==> src/rtl/bram_burst_arbiter.sv <==
// bram_burst_arbiter: N-channel burst arbiter in front of one BRAM port, with fixed-latency read-return routing.
// Define ARB_RR_EN for round-robin channel selection; otherwise the lowest requesting channel index wins.
module bram_burst_arbiter #(
    parameter int NUM_CH  = 4,
    parameter int ADDR_W  = 13,
    parameter int DATA_W  = 32,
    parameter int BURST_W = 3,
    parameter int RD_LAT  = 10,
    localparam int CW     = $clog2(NUM_CH)
) (
    input  logic                        wb_clk_i,
    input  logic                        wb_rst_i,
    input  logic [NUM_CH-1:0]           ch_req_i,
    input  logic [NUM_CH-1:0]           ch_we_i,
    input  logic [NUM_CH*ADDR_W-1:0]    ch_addr_i,
    input  logic [NUM_CH*BURST_W-1:0]   ch_len_i,
    input  logic [NUM_CH*DATA_W-1:0]    ch_wdata_i,
    output logic [NUM_CH-1:0]           ch_ack_o,
    output logic [NUM_CH-1:0]           ch_rvalid_o,
    output logic [DATA_W-1:0]           ch_rdata_o,
    output logic                        bram_in_valid_o,
    output logic                        bram_wr_o,
    output logic [ADDR_W-1:0]           bram_addr_o,
    output logic [DATA_W-1:0]           bram_data_in_o,
    input  logic [DATA_W-1:0]           bram_rdata_i,
    output logic [CW-1:0]               grant_o,
    output logic                        busy_o
);
    typedef enum logic {IDLE, BURST} state_t;
    state_t               state_q, state_d;
    logic [CW-1:0]        w_q, w_d;
    logic [ADDR_W-1:0]    base_q, base_d;
    logic [BURST_W-1:0]   len_q, len_d;
    logic [BURST_W-1:0]   beat_q, beat_d;
    logic                 we_q, we_d;
    logic                 pv_q [RD_LAT];
    logic                 pv_d [RD_LAT];
    logic [CW-1:0]        pid_q [RD_LAT];
    logic [CW-1:0]        pid_d [RD_LAT];
    logic [CW-1:0]        win;
    logic                 cmd;
    logic                 rd_cmd;
`ifdef ARB_RR_EN
    logic [CW-1:0]        ptr_q, ptr_d;
`endif

    always_ff @(posedge wb_clk_i) begin
        if (wb_rst_i) begin
            state_q <= IDLE;
            w_q     <= '0;
            base_q  <= '0;
            len_q   <= '0;
            beat_q  <= '0;
            we_q    <= 1'b0;
`ifdef ARB_RR_EN
            ptr_q   <= '0;
`endif
            for (int i = 0; i < RD_LAT; i++) begin
                pv_q[i]  <= 1'b0;
                pid_q[i] <= '0;
            end
        end else begin
            state_q <= state_d;
            w_q     <= w_d;
            base_q  <= base_d;
            len_q   <= len_d;
            beat_q  <= beat_d;
            we_q    <= we_d;
`ifdef ARB_RR_EN
            ptr_q   <= ptr_d;
`endif
            pv_q    <= pv_d;
            pid_q   <= pid_d;
        end
    end

    // Descending scan so the candidate closest to the start point is the last one assigned.
    always_comb begin
        win = '0;
        for (int i = NUM_CH - 1; i >= 0; i--) begin
`ifdef ARB_RR_EN
            if (ch_req_i[(int'(ptr_q) + i) % NUM_CH]) win = CW'((int'(ptr_q) + i) % NUM_CH);
`else
            if (ch_req_i[i]) win = CW'(i);
`endif
        end
    end

    always_comb begin
        state_d = state_q;
        w_d     = w_q;
        base_d  = base_q;
        len_d   = len_q;
        beat_d  = beat_q;
        we_d    = we_q;
`ifdef ARB_RR_EN
        ptr_d   = ptr_q;
`endif
        if (state_q == IDLE) begin
            if (|ch_req_i) begin
                state_d = BURST;
                w_d     = win;
                base_d  = ch_addr_i[win*ADDR_W +: ADDR_W];
                len_d   = ch_len_i[win*BURST_W +: BURST_W];
                we_d    = ch_we_i[win];
                beat_d  = '0;
            end
        end else if (!ch_req_i[w_q] || beat_q == len_q) begin
            state_d = IDLE;
`ifdef ARB_RR_EN
            ptr_d   = (w_q == CW'(NUM_CH - 1)) ? '0 : w_q + 1'b1;
`endif
        end else begin
            beat_d = beat_q + 1'b1;
        end
        pv_d[0]  = rd_cmd;
        pid_d[0] = w_q;
        for (int i = 1; i < RD_LAT; i++) begin
            pv_d[i]  = pv_q[i-1];
            pid_d[i] = pid_q[i-1];
        end
    end

    // A dropped request in BURST suppresses the beat entirely.
    always_comb begin
        cmd             = (state_q == BURST) && ch_req_i[w_q];
        rd_cmd          = cmd && !we_q;
        busy_o          = state_q == BURST;
        grant_o         = w_q;
        bram_in_valid_o = cmd;
        bram_wr_o       = cmd && we_q;
        bram_addr_o     = cmd ? base_q + ADDR_W'(beat_q) : '0;
        bram_data_in_o  = (cmd && we_q) ? ch_wdata_i[w_q*DATA_W +: DATA_W] : '0;
        ch_ack_o        = cmd ? NUM_CH'(1) << w_q : '0;
        ch_rvalid_o     = pv_q[RD_LAT-1] ? NUM_CH'(1) << pid_q[RD_LAT-1] : '0;
        ch_rdata_o      = bram_rdata_i;
    end
endmodule

==> config.mk <==
export PLATFORM = sky130hd
export DESIGN_NAME = bram_burst_arbiter
export DESIGN_NICKNAME = d
export VERILOG_FILES = /design/src/rtl/bram_burst_arbiter.sv
export SDC_FILE = /design/constraint.sdc
export NUM_CORES = 1
export LEC_CHECK = 0
export ABC_AREA = 1
export BUFFER_PORTS_ARGS = -buffer_cell sky130_fd_sc_hd__buf_2
export CAP_MARGIN = 20
export CORE_AREA = 2 2 127 129
export CTS_CLUSTER_SIZE = 24
export DETAILED_ROUTE_END_ITERATION = 16
export DIE_AREA = 0 0 129 131
export PLACE_DENSITY = 0.62
export SLEW_MARGIN = 10
export SYNTH_ARGS = -nofsm -noshare
export SYNTH_HDL_FRONTEND = slang
export SYNTH_SLANG_ARGS = --single-unit
==> constraint.sdc <==
create_clock -name wb_clk_i -period 4.76 [get_ports wb_clk_i]
set_clock_uncertainty 0.05 [all_clocks]
set_input_delay 1.19 -clock wb_clk_i [delete_from_list [all_inputs] [get_ports wb_clk_i]]
set_output_delay 1.19 -clock wb_clk_i [all_outputs]
set_load 0.05 [all_outputs]
After elaboration in Yosys (flattened, before gate mapping):

Index checks and enable logic that the tools add are counted.

* output and inout port bits: 90
* word-level logic and storage cells: 68
* register bits: 53

* $lt $le $gt $ge: 2
* muxes and demuxes: 18
* bitwise logic cells: 1
* reduce and logical (&&, ||, !) cells: 10
* equal/unequal tests: 2
* shift operators: 5
* multiply operators: 2
* $add $sub $neg: 2

Operator list (count)
* variable part select 128 x 8 -> 32 bit: 1
* variable part select 52 x 7 -> 13 bit: 1
* 2-to-1 mux 32 bit: 1
* adder 13 x 3 -> 13 bit: 1
* 2-to-1 mux 13 bit: 1
* variable part select 12 x 5 -> 3 bit: 1
* 2-to-1 mux 3 bit: 3
* 2-to-1 mux 2 bit: 4
* 2-to-1 mux 4 bit: 2
* left shift 1 x 2 -> 4 bit, first input constant: 2
* < comparator 2 x 3 -> 1 bit, second input constant: 2
* multiplier 2 x 4 -> 6 bit, second input constant: 1
* 2-to-1 mux 1 bit: 5
* binary-select mux 1 bit (select 2 bit): 2
* multiplier 2 x 2 -> 4 bit, second input constant: 1
* AND reduction 2 bit: 2
* OR reduction 4 bit: 1
* adder 3 x 1 -> 3 bit, second input constant: 1
* equality test 3 bit: 1
* logical AND 1 bit: 3
* logical NOT 1 bit: 2
* inequality test 2 bit, second input constant: 1
* nonzero test 2 bit: 1
* logical OR 1 bit: 1
* inverter 1 bit: 1

Longest topological paths before layout:

* depth after elaboration: 6
* gate-level depth with buffers: 10
* mapped depth without buffers: 10

Worst setup path before layout:

OpenSTA, ideal clock, no wires.

* kind: input to output
* start: in ch_req_i[3]
* end: out bram_addr_o[2]
* required time: 3520 ps
* data arrival time: 2741 ps
* setup slack: 779 ps
* stages on the path: 9
* path through: nand2_1 nand2_1 nand2_1 nand2_2 nand2_4 inv_2 buf_4 o21ai_0 a21oi_1

* cells in the longest elaborated chain, start to end: 4

Ends and longest elaborated chain
* start, declared: line 13 `input logic [NUM_CH-1:0] ch_req_i,`
* binary-select mux 1 bit (select 2 bit): line 126 `cmd = (state_q == BURST) && ch_req_i[w_q];`
* 2-to-1 mux 1 bit (implied by the code): line 126
* logical AND 1 bit: line 126
* net bram_in_valid_o: line 21 `output logic bram_in_valid_o,`
* 2-to-1 mux 13 bit: line 132 `bram_addr_o = cmd ? base_q + ADDR_W'(beat_q) : '0;`
* end, declared: line 23 `output logic [ADDR_W-1:0] bram_addr_o,`

The timed path passes the listed nets, and every way through them passes these cells. The select of a mux whose other input is x is not followed.

Worst setup path after layout:

* start: in ch_req_i[3]
* end: out bram_data_in_o[26]

* cells in the longest elaborated chain, start to end: 5

Ends and longest elaborated chain
* binary-select mux 1 bit (select 2 bit): line 126
* 2-to-1 mux 1 bit (implied by the code): line 126
* logical AND 1 bit: line 126
* logical AND 1 bit: line 133 `bram_data_in_o = (cmd && we_q) ? ch_wdata_i[w_q*DATA_W +: DATA_W] : '0;`
* 2-to-1 mux 32 bit: line 133
* end, declared: line 24 `output logic [DATA_W-1:0] bram_data_in_o,`

No other way between the ends. The select of a mux whose other input is x is not followed.

==> impl_metrics.py <==
metrics = {
    "run_status": {
        "status": "completed",
    },
    "clock_network": {
        "clkSinkCount": 53,
        "htree_levels": 2,
        "cts_tree": "done",
        "cts_resized": 0,
        "clk_pin_slew_ns": 0.07,
        "ctsRootBufferMaster": "clkbuf_16",
        "cts_buffer_depth": 2,
        "ctsHoldBuffers": 0,
        "numCtsBuffers": 5,
        "clk_latency_ns": 0.29,
        "cts_setup_buffers": 0,
    },
    "synth": {
        "synth_flop_cell": "dfxtp_1",
        "synth.distinct_cells": 27,
        "yosysWarnings": 0,
        "ys_seq_area_frac": 0.252,
        "synth_fp_nets": 906,
        "synth-edff-count": 0,
        "synth_seq_cells": 53,
        "netlist_instances": 667,
        "syn_area_um2": 4220,
        "syn_avg_cell_area_um2": 6.32,
        "ys_async_sr_fraction": 0,
    },
    "finish": {
        "drive_gt1_frac": 0.345,
        "final_cell_mix": "259 x buf_2, 106 x inv_1, 102 x nand2_1",
        "final_common_cell": "buf_2",
        "fin_cells": 1081,
        "area_growth_pct": 31.4,
        "nets": 1102,
        "n_fill_cell": 1767,
    },
    "pwr": {
        "vdd_drop_max_mv": 0.137,
        "power.density_nw_per_um2": 229,
        "p_leak_nw": 2.90,
        "power_mw": 1.27,
    },
    "detailed_routing": {
        "drtIter0Drc": 251,
        "routed_via_density": 4.48,
        "avgRoutedWirePerCell_um": 13.5,
        "vias": 4844,
        "first_pass_iters": 5,
        "drt.antenna.violating_nets": 0,
        "drt_wl_total_mm": 14.6,
        "post-route-drc-count": 0,
    },
    "setup_path": {
        "critPathKind": "primary input to primary output",
        "cp-end-kind": "primary output",
        "reg2reg_from": "busy_o",
        "crit_path_start_kind": "primary input",
        "reg2reg_to": "beat_q[2]",
        "reg2reg_slack_ns": 2.93,
        "worstPathArrival_ns": 2.91,
        "crit_fanout": 33,
        "r2r_cells": 5,
        "crit_required_ns": 3.52,
    },
    "floorplan": {
        "num_rows": 46,
        "pin_count": 324,
        "start_util": 0.270,
        "die_h_um": 131,
        "core_area_um2": 15600,
        "die_area_um2": 16900,
        "die_w_um": 129,
    },
    "worst_hold_path": {
        "min_path_cells": 2,
        "min_path_type": "register to register",
        "holdCritStartpoint": "pid_d[16]",
        "hold-path-endpoint": "pid_d[14]",
    },
    "global_route": {
        "grt_pass1_wl_mm": 21.2,
        "antenna_found_initial": 3,
        "grt_max_degree": 70,
        "grt_pass1_vias": 4149,
        "track_usage": 0.157,
        "grt_overflow": 0,
    },
    "place": {
        "gp_congestion": 0.855,
        "hpwl_mm": 11.4,
        "post-place-ws_ns": 0.600,
        "dp_cells": 1071,
        "port_buffers": 259,
    },
    "timing": {
        "slew_headroom": 0.337,
        "min_period_over_period": 0.872,
        "setup_viol": 0,
        "slew_violations": 0,
        "fmax_ghz": 0.241,
        "hold_viol": 0,
        "holdWs_ns": 0.349,
        "rsz0062_at_grt": "no",
        "worst_pin_slew_ns": 0.993,
        "fin_ws_ns": 0.608,
        "fin_tns_setup_ns": 0,
        "period_needed_ns": 4.15,
    },
    "run": {
        "max_cap_viol_count": 0,
    },
}
## metal layers
metal | wire, um | global-route usage | vias up
li1 | - | - | 2529
met1 | 6770 | 0.227 | 2128
met2 | 6670 | 0.242 | 164
met3 | 942 | 0.0346 | 19
met4 | 140 | 0.0294 | 4
met5 | 27 | 0 | -
## layout make-up
type	count	area (um2)	share of cell area
timing repair buffer	266	1360	0.246
inverter	112	420	0.0759
tap	216	270	0.0488
clock buffer	5	125	0.0226
antenna	1	2.50	0.000452
multi-input combinational	425	2270	0.410
sequential	53	1060	0.192
clock inverter	3	26.3	0.00474
## how the worst max path moves through the flow
stage | startpoint | end | slack [ns] | cells past startpoint
2_1_floorplan | ch_req_i[3] | bram_addr_o[2] | 0.78 | 9
3_3_place_gp | ch_req_i[3] | bram_data_in_o[25] | 0.69 | 10
3_5_place_dp | ch_req_i[3] | bram_data_in_o[26] | 0.60 | 10
4_1_cts | ch_req_i[3] | bram_data_in_o[26] | 0.60 | 10
5_1_grt | ch_req_i[3] | bram_data_in_o[30] | 0.47 | 10
6_report | ch_req_i[3] | bram_data_in_o[26] | 0.61 | 10
## worst max-delay path: stages
cell and delay [ns]:
buf_2 0.10, nand2_1 0.05, nand2_1 0.09, nand2_1 0.06
nand2_2 0.13, nand2_4 0.12, inv_2 0.24, nand2_4 0.34
a31oi_1 0.29, buf_2 0.30
## per-stage QoR
step,utilization,cell area [um2]
detailed placement,0.344,5370
CTS,0.354,5520
global placement,0.344,5370
finish,0.355,5540
global route,0.355,5540
floorplan,-,4220
## registers in the layout (all words and copies together), names as in the netlist
signal / cells
pv_d: 9
pid_d: 18
pid_q: 2
we_q: 1
beat_q: 3
len_q: 3
grant_o: 2
pv_q: 1
base_q: 13
busy_o: 1
## cells in the mapped netlist, types with 2 or more instances
cell type / n / area share
a21oi_1: 70 / 0.083
a22oi_1: 17 / 0.030
a31oi_1: 7 / 0.010
a31oi_4: 11 / 0.056
buf_2: 15 / 0.018
buf_4: 38 / 0.068
buf_6: 2 / 0.0053
clkbuf_1: 21 / 0.019
dfxtp_1: 53 / 0.25
ha_1: 4 / 0.012
inv_1: 106 / 0.094
inv_2: 5 / 0.0045
nand2_1: 103 / 0.092
nand2_4: 2 / 0.0053
nand3_1: 92 / 0.11
nor2_1: 60 / 0.053
nor2_2: 2 / 0.0030
nor3_1: 12 / 0.014
o211ai_1: 17 / 0.030
o21ai_0: 22 / 0.026
xnor2_1: 2 / 0.0042
## power breakdown
group | switching, mW | total (mW) | internal, mW | leakage, nW
Sequential | 0.0267 | 0.493 | 0.466 | 0.433
Clock | 0.171 | 0.370 | 0.199 | 0.0680
Combinational | 0.254 | 0.403 | 0.149 | 2.40
## cells by family after synthesis
| kind of cell | Yosys count | synth area share |
|---|---|---|
| flops | 53 | 0.252 |
| fa+ha+maj | 5 | 0.0166 |
| compound gates | 145 | 0.237 |
| simple gates | 273 | 0.280 |
| buf+inv | 189 | 0.210 |
| xor+xnor | 2 | 0.00416 |
(Power assumes the default switching activity.)
